**config.mk**
```make
export PLATFORM = sky130hd
export DESIGN_NAME = truth_table_sweeper
export DESIGN_NICKNAME = d
export VERILOG_FILES = /design/src/rtl/tt_sweep_pkg.sv /design/src/rtl/truth_table_sweeper.sv
export SDC_FILE = /design/constraint.sdc
export NUM_CORES = 1
export LEC_CHECK = 0
export ABC_CLOCK_PERIOD_IN_PS = 4800
export BUFFER_PORTS_ARGS = -buffer_cell sky130_fd_sc_hd__buf_4
export CAP_MARGIN = 20
export CORE_UTILIZATION = 54
export CTS_BUF_LIST = sky130_fd_sc_hd__clkbuf_2
export CTS_CLUSTER_SIZE = 12
export DETAILED_ROUTE_END_ITERATION = 8
export PLACE_DENSITY_LB_ADDON = 0.12
export SKIP_LAST_GASP = 1
export SLEW_MARGIN = 10
export SYNTH_ARGS = -nofsm -noshare
export SYNTH_HDL_FRONTEND = slang
export SYNTH_SLANG_ARGS = --single-unit
```
**constraint.sdc**
```tcl
create_clock -name clk -period 4.8 [get_ports clk]
set_input_delay 1.44 -clock clk [delete_from_list [all_inputs] [get_ports clk]]
set_output_delay 1.44 -clock clk [all_outputs]
set_load 0.01 [all_outputs]
```
**src/rtl/tt_sweep_pkg.sv**
```systemverilog
// Shared types and limits for the truth-table sweeper.
package tt_sweep_pkg;

    typedef enum logic {IDLE, RUN} state_t;

    localparam int N_IN_MAX   = 4;
    localparam int SETTLE_MAX = 15;

    function automatic int depth_of(input int n);
        return 1 << n;
    endfunction

endpackage

```
**src/rtl/truth_table_sweeper.sv**
```systemverilog
// Walks every input combination through a combinational function unit,
// captures its truth table and scores it against a golden pattern.
module truth_table_sweeper
    import tt_sweep_pkg::*;
#(
    parameter int N_IN   = 2,
    parameter int SETTLE = 1
) (
    input  logic                      clk,
    input  logic                      rst_n,
    input  logic                      start,
    input  logic [depth_of(N_IN)-1:0] expected,
    output logic [N_IN-1:0]           func_in,
    input  logic                      func_out,
    output logic                      busy,
    output logic                      done,
    output logic [depth_of(N_IN)-1:0] table_out,
    output logic [N_IN:0]             mismatch_cnt,
    output logic                      pass
);

    localparam int              DEPTH     = depth_of(N_IN);
    localparam logic [3:0]      SETTLE_LD = 4'(SETTLE - 1);
    localparam logic [N_IN-1:0] IDX_LAST  = N_IN'(DEPTH - 1);

    if (N_IN < 1 || N_IN > N_IN_MAX) begin : g_bad_n_in
        $error("truth_table_sweeper: N_IN out of range");
    end
    if (SETTLE < 1 || SETTLE > SETTLE_MAX) begin : g_bad_settle
        $error("truth_table_sweeper: SETTLE out of range");
    end

    state_t            state_q, state_d;
    logic [N_IN-1:0]   idx_q, idx_d;
    logic [3:0]        settle_q, settle_d;
    logic [DEPTH-1:0]  exp_q, exp_d;
    logic [N_IN-1:0]   func_in_d;
    logic              busy_d, done_d, pass_d;
    logic [DEPTH-1:0]  table_d;
    logic [N_IN:0]     cnt_d;
    logic [N_IN:0]     miss_inc;

    assign miss_inc = {{N_IN{1'b0}}, (func_out != exp_q[idx_q])};

    always_comb begin
        state_d   = state_q;
        idx_d     = idx_q;
        settle_d  = settle_q;
        exp_d     = exp_q;
        func_in_d = func_in;
        busy_d    = busy;
        done_d    = 1'b0;
        table_d   = table_out;
        cnt_d     = mismatch_cnt;
        pass_d    = pass;
        case (state_q)
            IDLE: begin
                if (start) begin
                    exp_d     = expected;
                    table_d   = '0;
                    cnt_d     = '0;
                    pass_d    = 1'b0;
                    idx_d     = '0;
                    func_in_d = '0;
                    settle_d  = SETTLE_LD;
                    busy_d    = 1'b1;
                    state_d   = RUN;
                end
            end
            RUN: begin
                if (settle_q != 4'd0) begin
                    settle_d = settle_q - 4'd1;
                end else begin
                    table_d[idx_q] = func_out;
                    cnt_d          = mismatch_cnt + miss_inc;
                    if (idx_q != IDX_LAST) begin
                        idx_d     = idx_q + 1'b1;
                        func_in_d = idx_q + 1'b1;
                        settle_d  = SETTLE_LD;
                    end else begin
                        // Pass uses the count including this final sample.
                        busy_d    = 1'b0;
                        done_d    = 1'b1;
                        pass_d    = (cnt_d == '0);
                        func_in_d = '0;
                        idx_d     = '0;
                        state_d   = IDLE;
                    end
                end
            end
            default: state_d = IDLE;
        endcase
    end

    always_ff @(posedge clk or negedge rst_n) begin
        if (!rst_n) begin
            state_q      <= IDLE;
            idx_q        <= '0;
            settle_q     <= '0;
            exp_q        <= '0;
            func_in      <= '0;
            busy         <= 1'b0;
            done         <= 1'b0;
            table_out    <= '0;
            mismatch_cnt <= '0;
            pass         <= 1'b0;
        end else begin
            state_q      <= state_d;
            idx_q        <= idx_d;
            settle_q     <= settle_d;
            exp_q        <= exp_d;
            func_in      <= func_in_d;
            busy         <= busy_d;
            done         <= done_d;
            table_out    <= table_d;
            mismatch_cnt <= cnt_d;
            pass         <= pass_d;
        end
    end

endmodule
```
After elaboration in Yosys (flattened, before gate mapping)
Cells that the tools add are included.

Register bits after elaboration: 21. Input bits: 8. Output and inout port bits: 12. Word-level logic and storage cells: 61.

$add $sub $neg: 3. $lt $le $gt $ge: 2. Equality and inequality tests: 6. Mux-type cells: 33. Bitwise operators: 1. Reductions and logical operators: 7.

Operators with widths (count): two-way mux 4 bit (4); one-hot mux 4 bit (2 select lines) (2); two-way mux 1 bit (14); != test 2 bit, second input constant (4); two-way mux 2 bit (3); two-way mux 3 bit (2); one-hot mux 1 bit (2 select lines) (3); one-hot mux 3 bit (2 select lines) (1); AND reduction 2 bit (3); bitwise mux 4 bit (1); one-hot mux 2 bit (2 select lines) (1); nonzero test 4 bit (1); subtractor 4 x 1 -> 4 bit, second input constant (1); adder 3 x 1 -> 3 bit (1); logical NOT 3 bit (1); < comparator 2 x 3 -> 1 bit, second input constant (1); != test 3 x 1 -> 1 bit, second input constant (1); AND reduction 3 bit (1); adder 2 x 1 -> 2 bit, second input constant (1); binary-select mux 1 bit (select 2 bit) (1); demux 1 bit (select 2 bit) (1); greater-or-equal comparator 2 x 1 -> 1 bit, second input constant (1); logical AND 1 bit (1); != test 1 bit (1); inverter 1 bit (1).

Logic depth before layout (Yosys ltp)
Gate-level depths: netlist (run 1).

Word-level depth: 8. Depth in mapped cells: 7. Depth with buffers taken out: 7.

Worst setup path before layout (run 1)
No wires, ideal clock.

Path type: input to register. Start: input func_out. End: register mismatch_cnt[2]. Library setup time: 0.079 ns. Data arrival time: 2.323 ns. Required time: 4.721 ns. Path slack: 2.398 ns. Cell stages on the path: 5. Buffers on the path: 0. Cell sequence: xor2_1 -> ha_1 -> ha_1 -> mux2_4 -> mux2i_1.

Word-level cells in the longest chain between the ends: 4.

RTL lines: start: declaration (line truth_table_sweeper.sv:14) `input logic func_out,`; != test 1 bit (line truth_table_sweeper.sv:43) `assign miss_inc = {{N_IN{1'b0}}, (func_out != exp_q[idx_q])};`; adder 3 x 1 -> 3 bit (line truth_table_sweeper.sv:75) `cnt_d = mismatch_cnt + miss_inc;`; two-way mux 3 bit (line truth_table_sweeper.sv:71) `if (settle_q != 4'd0) begin`; one-hot mux 3 bit (2 select lines) (line truth_table_sweeper.sv:56) `case (state_q)`; end signal: assignment (line truth_table_sweeper.sv:116) `mismatch_cnt <= cnt_d;`; end: declaration (line truth_table_sweeper.sv:18) `output logic [N_IN:0] mismatch_cnt,`.

No other way between the ends. The select of a mux whose other input is x is not followed. A chain may end at the register's enable or synchronous reset.

==> impl_metrics.csv, run 1 <==
group,metric,value,unit
yosys,synthMuxAreaShare,0.0531,
worst_setup_path,worst-path-buf-inv,1,
finish,nets,140,
sta,finalHoldViolCount,0,
clock_tree,hold_buffers,0,
worst_setup_path,critPathLaunchType,"flip-flop",
worst_setup_path,arrival,1010,ps
yosys,syn_nets,120,
floorplan,core,1800,µm²
yosys,yosys.area_share.adder,0.0923,
clock_tree,htreeDepth,1,
floorplan,io_pins,20,
routing,wl_per_cell,12.7,µm
sta,maxSlewHeadroom,0.398,
worst_setup_path,crit_type,"flip-flop to output port",
worst_setup_path,cp_data_required_time,3360,ps
routing,drc,0,
power,p_int,456,µW
finish,diodes,0,
routing,vias,788,
worst_setup_path,crit_family,"flip-flops",
yosys,ys_warn_count,0,
sta,setup_viol_count_final,0,
clock_tree,post_cts_buffers,0,
sta,slew_viol_final,0,
worst_setup_path,endpoint_kind,"output port",
clock_tree,cts_tree,"built",
placed_design,io_buffers,19,
floorplan,die_area,2190,µm²
finish,layout-drive-gt1-share,0.228,
sta,post-route-min-period,2450,ps
yosys,synthSimpleGateAreaFrac,0.193,
status,status,"finished, final reports clean",
worst_setup_path,path_cells,"buf_4",
power,combPwrFrac,0.479,
power,p_switching,300,µW
global_route,grt_pass1_wl,3260,µm
yosys,synth_compound_area_frac,0.101,
finish,stdcell_count,148,
job,maxCapViolCount,0,
power,seq_power_share,0.425,
power,totalPowerFinal,755,µW
global_route,grt_pass1_vias,753,
routing,drtIter0Drc,9,
sta,worst_pin_slew,901,ps
yosys,synth.avg_cell_area,10.4,µm²
yosys,synth_top_family_by_area,"simple AND/OR/NAND/NOR gates",
clock_tree,cts_made_buffers,3,
yosys,synthesis.area,1080,µm²
global_route,grt_max_degree,22,
floorplan,fp-row-count,15,
sta,rsz0062_at_grt,"false",
global_route,grt.total_usage,0.215,
clock_tree,clkSinkCount,21,
yosys,syn_inst,104,
clock_tree,clkLatencyLatePin,330,ps
power,p_sw_frac,0.397,
placed_design,dp.cells,144,
worst_setup_path,reg2reg_slack,2640,ps
finish,final_common_cell,"nand2_1",
sta,max_freq,408,MHz
yosys,synthDistinctLibCells,30,
power,power_density,609,nW/µm²
placed_design,dp_hpwl,1400,µm
clock_tree,clockBufferDepth,2,
global_route,grt_overflow,0,
floorplan,floorplan.initialDensity,0.602,
finish,final_cell_mix,"27 x nand2_1, 21 x dfrtp_1, 19 x buf_4, 8 x ha_1, 7 x inv_1",
floorplan,die_w,46.8,µm
power,leakage,0.000640,µW
routing,vias_per_cell,5.32,
clock_tree,cts_resized,0,
yosys,synthXorXnorAreaFrac,0.0161,
sta,finClkSkew,19.9,ps
sta,fin_crit_sh,0.510,
worst_setup_path,cp_slowest_cell,"dfrtp_1",
yosys,yosysSeqAreaShare,0.484,
clock_tree,clkTransAtPathRegs,210,ps
placed_design,place.gp.congestion,0.748,
floorplan,die_y,46.8,µm
worst_hold_path,hp-class,"flip-flop to flip-flop",
worst_setup_path,crit_fanout,6,
worst_setup_path,critPathMaxStageDelay,500,ps
routing,wirelength,1890,µm
sta,setup_tns,0,ps
finish,areaGrowthSynthToFinish,14.3,%
routing,antenna_left,0,
finish,fill_cells,152,
routing,drtPass1Iterations,4,
global_route,antenna_found_initial,0,
power,peakVddDrop,0.309,mV
clock_tree,root_buffer,"clkbuf_2",
power,power_frac_clock,0.096,
yosys,ys_ff_latch,21,
==> state kept, by name, indices dropped and copies added, names as in the netlist <==
| signal | flops |
|---|---|
| idx_q | 2 |
| pass | 1 |
| busy | 1 |
| state_q | 1 |
| exp_q | 4 |
| done | 1 |
| settle_q | 4 |
| mismatch_cnt | 3 |
| table_out | 4 |
==> cell usage after synthesis (all sizes together) <==
library cell  number  area share
nor4               1      0.0058
nand3              3       0.014
mux2i              2       0.018
o22ai              1      0.0058
nand2b             1      0.0058
inv                7       0.024
xor2               1      0.0081
nor4bb             1       0.023
nor2b              1      0.0058
nor2               2      0.0069
nand3b             1      0.0069
ha                 8       0.092
nand4              1      0.0058
o31a               1      0.0081
a31o               3       0.024
nand2             27       0.093
a21o               1      0.0069
a21oi              1      0.0081
mux4               1       0.021
buf                4       0.036
or3b               1      0.0081
o31ai              1      0.0069
mux2               1       0.014
xnor2              1      0.0081
o211ai             2       0.014
and3               3       0.017
dfrtp             21        0.48
o21ai              6       0.028
==> cell type report <==
type / instances / area, µm² / share of cell area
timing repair buffer: 19 / 143 / 0.115
clock buffer: 3 / 15.0 / 0.0121
tap: 25 / 31.3 / 0.0252
inverter: 7 / 26.3 / 0.0212
multi-input combinational: 72 / 494 / 0.399
sequential: 21 / 526 / 0.424
clock inverter: 1 / 5.00 / 0.00404
==> per-layer routing <==
metal / vias to the layer above / GRT usage / share of wire
met2: 21 / 0.322 / 0.46
met1: 373 / 0.305 / 0.49
met5: - / 0 / 0
met3: 5 / 0.0346 / 0.038
li1: 389 / - / -
met4: 0 / 0.103 / 0.019
==> per-stage QoR <==
stage	area [µm²]	util	hold WS (ps)	setup slack (ps)
after floorplan	1080	-	440	2400
after global placement	1220	0.677	454	2240
after detailed placement	1220	0.677	464	2200
after CTS	1240	0.688	507	2330
after global routing	1240	0.688	528	2260
final	1240	0.688	498	2350
==> final timing paths <==
kind                                    startpoint                           to  cells past startpoint
max in group asynchronous                    rst_n         exp_q[0]$_DFFE_PN0P_                      1
setup / recovery              idx_q[0]$_DFFE_PN0P_                   func_in[0]                      1
hold / removal                exp_q[0]$_DFFE_PN0P_         exp_q[0]$_DFFE_PN0P_                      2
min in group asynchronous                    rst_n  mismatch_cnt[2]$_DFFE_PN0P_                      1
hold reg to reg               exp_q[0]$_DFFE_PN0P_         exp_q[0]$_DFFE_PN0P_                      2
setup reg to reg           settle_q[0]$_DFFE_PN0P_             busy$_DFFE_PN0P_                      5
==> power groups by stage <==
| stage | logic, µW | registers (µW) | clock network (µW) |
|---|---|---|---|
| floorplan | 253 | 328 | 0 |
| global placement | 348 | 321 | 0 |
| detailed placement | 363 | 326 | 0 |
| CTS | 365 | 321 | 75.4 |
| global route | 418 | 333 | 82.9 |
| finish | 362 | 321 | 72.9 |
==> cell families (layout without fill, tap and decap cells) <==
family,count (synthesis),in the layout
AOI/OAI and AO/OA,16,16
muxes,4,4
DFF,21,21
and+or+nand+nor,42,42
buffers and inverters,11,30
xor gates and xnor gates,2,2
adders and majority gates,8,8
Note: power is estimated with default switching activity, not from simulation.
==> inputs of run 2 (changes only) <==
- ABC_CLOCK_PERIOD_IN_PS: 4800 -> 2400
- clock period: 4.8 -> 2.4 ns (I/O delays scaled with it)
==> run 2 against run 1 <==
- clock power grew 98%
- sequential share of layout area shrank 0.26 points
- critical endpoint is now mismatch_cnt[2]$_DFFE_PN0P_
- worst hold slack lost 260 ps
==> impl_metrics.csv, run 2 (synthesized netlist as in run 1, its figures left out) <==
group,metric,value,unit
placed_design,place.gp.congestion,0.770,
global_route,grt_pass1_wl,3200,µm
worst_setup_path,r2r-start,"idx_q[0]$_DFFE_PN0P_",
clock_tree,clkSinkCount,21,
sta,rsz0062_at_grt,"false",
routing,drtPass1Iterations,4,
routing,drtIter0Drc,24,
clock_tree,root_buffer,"clkbuf_2",
routing,vias_per_cell,5.24,
floorplan,core,1800,µm²
placed_design,dp_hpwl,1420,µm
worst_setup_path,worstReg2RegEnd,"mismatch_cnt[2]$_DFFE_PN0P_",
clock_tree,cts_tree,"built",
worst_setup_path,path_common_cell,"ha_1",
worst_setup_path,setup.worst_path.start,"idx_q[0]$_DFFE_PN0P_",
sta,holdWs,235,ps
power,seq_power_share,0.421,
floorplan,die_y,46.8,µm
sta,max_freq,483,MHz
worst_setup_path,crit_family,"multiplexers",
clock_tree,clkTransAtPathRegs,210,ps
sta,post-route-min-period,2070,ps
sta,worst_pin_slew,477,ps
clock_tree,clockBufferDepth,2,
sta,finalHoldViolCount,0,
global_route,grt_overflow,0,
worst_hold_path,hp-class,"input port to async pin",
clock_tree,clkLatencyLatePin,320,ps
finish,layout-drive-gt1-share,0.234,
worst_setup_path,reg2reg_slack,330,ps
clock_tree,post_cts_buffers,0,
worst_setup_path,path_cells,"mux4_2 -> xor2_1 -> ha_1 -> ha_1 -> mux2_4 -> mux2i_1",
worst_setup_path,critPathLaunchType,"flip-flop",
worst_setup_path,endpoint_kind,"flip-flop",
worst_setup_path,cp_slowest_cell,"mux4_2",
routing,antenna_left,0,
power,power_frac_clock,0.095,
floorplan,die_w,46.8,µm
routing,vias,781,
worst_setup_path,reg2reg_depth,6,
routing,wl_per_cell,12.7,µm
worst_setup_path,worst-path-buf-inv,0,
sta,slew_viol_final,0,
sta,finClkSkew,17.2,ps
power,p_int,921,µW
clock_tree,hold_buffers,0,
finish,final_common_cell,"nand2_1",
global_route,grt_pass1_vias,716,
power,p_sw_frac,0.393,
clock_tree,cts_made_buffers,3,
power,combPwrFrac,0.484,
worst_setup_path,cp_data_required_time,2640,ps
status,status,"finished, final reports clean",
routing,drc,0,
sta,setup_viol_count_final,0,
power,p_switching,598,µW
sta,setup_tns,0,ps
global_route,antenna_found_initial,0,
routing,wirelength,1900,µm
clock_tree,htreeDepth,1,
clock_tree,cts_resized,0,
power,leakage,0.000645,µW
sta,maxSlewHeadroom,0.682,
finish,top_regs,"exp_q x4, settle_q x4, table_out x4",
worst_setup_path,critPathMaxStageDelay,530,ps
finish,final_cell_mix,"27 x nand2_1, 21 x dfrtp_1, 20 x buf_4, 8 x ha_1, 7 x inv_1",
placed_design,io_buffers,19,
worst_setup_path,crit_fanout,6,
power,power_density,1220,nW/µm²
finish,areaGrowthSynthToFinish,15.0,%
floorplan,floorplan.initialDensity,0.602,
finish,diodes,0,
floorplan,fp-row-count,15,
floorplan,io_pins,20,
job,maxCapViolCount,0,
floorplan,die_area,2190,µm²
global_route,grt_max_degree,22,
power,peakVddDrop,0.730,mV
sta,fin_crit_sh,0.862,
global_route,grt.total_usage,0.208,
worst_setup_path,arrival,2310,ps
finish,nets,141,
worst_setup_path,crit_type,"flip-flop to flip-flop",
## run 2: cell types whose count changed in the layout (fill, tap and decap cells not counted), sizes merged
cell  before  now
buf       19   20
## run 2: layer usage
metal / share of wire / vias to the layer above / track usage
li1: - / 395 / -
met1: 0.49 / 363 / 0.303
met2: 0.46 / 21 / 0.308
met3: 0.040 / 2 / 0.0346
met4: 0.0095 / 0 / 0.0857
met5: 0 / - / 0
## run 2: worst max path at each step
| stage | end | slack (ps) | depth (start not counted) |
|---|---|---|---|
| 5_1_grt | pass$_DFFE_PN0P_ | 240 | 7 |
| 3_5_place_dp | mismatch_cnt[2]$_DFFE_PN0P_ | 380 | 6 |
| 2_1_floorplan | mismatch_cnt[2]$_DFFE_PN0P_ | 440 | 6 |
| 6_report | mismatch_cnt[2]$_DFFE_PN0P_ | 330 | 6 |
| 3_3_place_gp | pass$_DFFE_PN0P_ | 460 | 7 |
| 4_1_cts | mismatch_cnt[2]$_DFFE_PN0P_ | 330 | 6 |
## run 2: area by class of cell
type | instances | area [µm²]
tap | 25 | 31.3
clock inverter | 1 | 5.00
multi-input combinational | 72 | 494
clock buffer | 3 | 15.0
fill | 150 | 554
timing repair buffer | 20 | 150
sequential | 21 | 526
inverter | 7 | 26.3
## run 2: worst reg2reg max path, cell delays in order, from the launching register on
cell and delay [ps]:
dfrtp_1 490, mux4_2 530, xor2_1 160, ha_1 190, ha_1 220, mux2_4 270
mux2i_1 140
## run 2: power by group through the flow
stage	logic [µW]	registers, µW	clock network [µW]
after floorplan	506	656	0
after global placement	705	640	0
after detailed placement	739	651	0
after CTS	742	641	150
after global routing	842	663	163
final	735	640	144
## run 2: per-stage QoR
| step | setup slack (ps) | cell area, µm² | power [µW] | instances | util |
|---|---|---|---|---|---|
| after floorplan | 437 | 1080 | 1160 | 104 | - |
| after global placement | 465 | 1230 | 1340 | 145 | 0.681 |
| after detailed placement | 381 | 1230 | 1390 | 145 | 0.681 |
| after CTS | 327 | 1250 | 1530 | 149 | 0.692 |
| after global routing | 236 | 1250 | 1670 | 149 | 0.692 |
| final | 332 | 1250 | 1520 | 149 | 0.692 |
==> inputs of run 3 (changes only) <==
- BUFFER_PORTS_ARGS: -buffer_cell sky130_fd_sc_hd__buf_4 -> not set
- DONT_BUFFER_PORTS: not set -> 1
==> run 3 against run 2 <==
- combinational power shrank 24%
- register-to-register slack lost 20 ps
- wire length shrank 7.0%
- critical path depth grew 1
- worst setup slack lost 20 ps
- clock skew shrank 14 ps
- clock-buffer cell count grew 1
- sequential cell count is the same
- clock power is essentially flat
- largest power group is now registers
- sequential share of layout area grew 4.8 points
==> impl_metrics.csv, run 3 (synthesized netlist as in run 1, its figures left out) <==
group,metric,value,unit
sta,fin_crit_sh,0.870,
routing,wl_per_cell,13.4,µm
sta,rsz0062_at_grt,"false",
finish,areaGrowthSynthToFinish,3.23,%
finish,utilization,0.622,
clock_tree,hold_buffers,0,
global_route,grt.total_usage,0.184,
worst_setup_path,worstReg2RegEnd,"pass$_DFFE_PN0P_",
clock_tree,cts_resized,0,
clock_tree,clkLatencyLatePin,310,ps
sta,setup_tns,0,ps
sta,maxSlewHeadroom,0.528,
finish,nets,124,
status,status,"finished, final reports clean",
sta,max_freq,479,MHz
worst_setup_path,crit_family,"multiplexers",
worst_setup_path,crit_type,"flip-flop to flip-flop",
power,leakage,0.000561,µW
floorplan,die_y,46.8,µm
worst_setup_path,worst-path-buf-inv,0,
floorplan,fp-row-count,15,
global_route,grt_overflow,0,
sta,worst_slack,312,ps
global_route,grt_pass1_vias,653,
floorplan,die_w,46.8,µm
clock_tree,clkSinkCount,21,
global_route,grt_max_degree,22,
routing,antenna_left,0,
worst_setup_path,endpoint_kind,"flip-flop",
clock_tree,cts_tree,"built",
worst_setup_path,cp_data_required_time,2650,ps
clock_tree,root_buffer,"clkbuf_2",
finish,diodes,0,
sta,finalHoldViolCount,0,
clock_tree,clockBufferDepth,2,
finish,final_cell_mix,"27 x nand2_1, 21 x dfrtp_1, 8 x ha_1, 7 x inv_1, 4 x clkbuf_2",
floorplan,io_pins,20,
sta,slew_viol_final,0,
routing,drtPass1Iterations,4,
routing,drc,0,
finish,top_regs,"exp_q x4, settle_q x4, table_out x4",
clock_tree,post_cts_buffers,0,
finish,layout-drive-gt1-share,0.112,
worst_setup_path,path_cells,"mux4_2 -> xor2_1 -> ha_1 -> ha_1 -> nor2_1 -> nand3_1 -> mux2i_1",
clock_tree,htreeDepth,1,
routing,vias,712,
placed_design,io_buffers,0,
global_route,grt_pass1_wl,2800,µm
sta,setup_viol_count_final,0,
worst_setup_path,critPathLaunchType,"flip-flop",
routing,vias_per_cell,5.39,
worst_setup_path,path_common_cell,"ha_1",
routing,drtIter0Drc,14,
worst_hold_path,hp-class,"input port to async pin",
global_route,antenna_found_initial,0,
finish,fill_cells,165,
sta,finClkSkew,3.48,ps
power,peakVddDrop,0.584,mV
floorplan,core,1800,µm²
routing,wirelength,1770,µm
sta,post-route-min-period,2090,ps
worst_setup_path,reg2reg_depth,7,
sta,worst_pin_slew,707,ps
floorplan,die_area,2190,µm²
finish,final_common_cell,"nand2_1",
worst_setup_path,cp_slowest_cell,"mux4_2",
worst_setup_path,r2r-start,"idx_q[0]$_DFFE_PN0P_",
worst_setup_path,critPathMaxStageDelay,550,ps
worst_setup_path,crit_fanout,6,
floorplan,floorplan.initialDensity,0.602,
worst_setup_path,cp.depth,7,
worst_setup_path,reg2reg_slack,310,ps
worst_setup_path,arrival,2340,ps
clock_tree,clkTransAtPathRegs,180,ps
clock_tree,cts_made_buffers,3,
placed_design,place.gp.congestion,0.735,
job,maxCapViolCount,0,
placed_design,dp_hpwl,1290,µm
power,power_density,1240,nW/µm²
placed_design,post-place-ws,335,ps
sta,holdWs,69.7,ps
run 3: layout make-up:
class	count	area [µm²]	area share
sequential	21	526	0.469
multi-input combinational	72	494	0.441
tap	25	31.3	0.0279
inverter	7	26.3	0.0235
timing repair buffer	3	22.5	0.0201
clock buffer	4	20.0	0.0179
run 3: metal layers:
| metal | track usage | vias to the layer above | part of all wire | wire length, µm |
|---|---|---|---|---|
| met2 | 0.269 | 16 | 0.45 | 797 |
| met3 | 0.0385 | 2 | 0.038 | 67 |
| met1 | 0.261 | 336 | 0.50 | 889 |
| li1 | - | 358 | - | - |
| met5 | 0 | - | 0 | 0 |
| met4 | 0.0857 | 0 | 0.0068 | 12 |
run 3: power by group:
group | switching, µW | internal (µW)
Combinational | 273 | 286
Sequential | 185 | 504
Clock | 101 | 44.2
Total | 558 | 835
run 3: per-stage QoR:
| step | instance area, µm² | std cells | total power, µW |
|---|---|---|---|
| 2_1_floorplan | 1080 | 104 | 1160 |
| 3_3_place_gp | 1100 | 128 | 1230 |
| 3_5_place_dp | 1100 | 128 | 1260 |
| 4_1_cts | 1120 | 132 | 1410 |
| 5_1_grt | 1120 | 132 | 1520 |
| 6_report | 1120 | 132 | 1390 |
run 3: worst max path at each step:
| stage | startpoint | end |
|---|---|---|
| after floorplan | idx_q[0]$_DFFE_PN0P_ | mismatch_cnt[2]$_DFFE_PN0P_ |
| after global placement | idx_q[0]$_DFFE_PN0P_ | mismatch_cnt[2]$_DFFE_PN0P_ |
| after detailed placement | idx_q[0]$_DFFE_PN0P_ | pass$_DFFE_PN0P_ |
| after CTS | idx_q[0]$_DFFE_PN0P_ | pass$_DFFE_PN0P_ |
| after global routing | idx_q[0]$_DFFE_PN0P_ | pass$_DFFE_PN0P_ |
| final | idx_q[0]$_DFFE_PN0P_ | pass$_DFFE_PN0P_ |
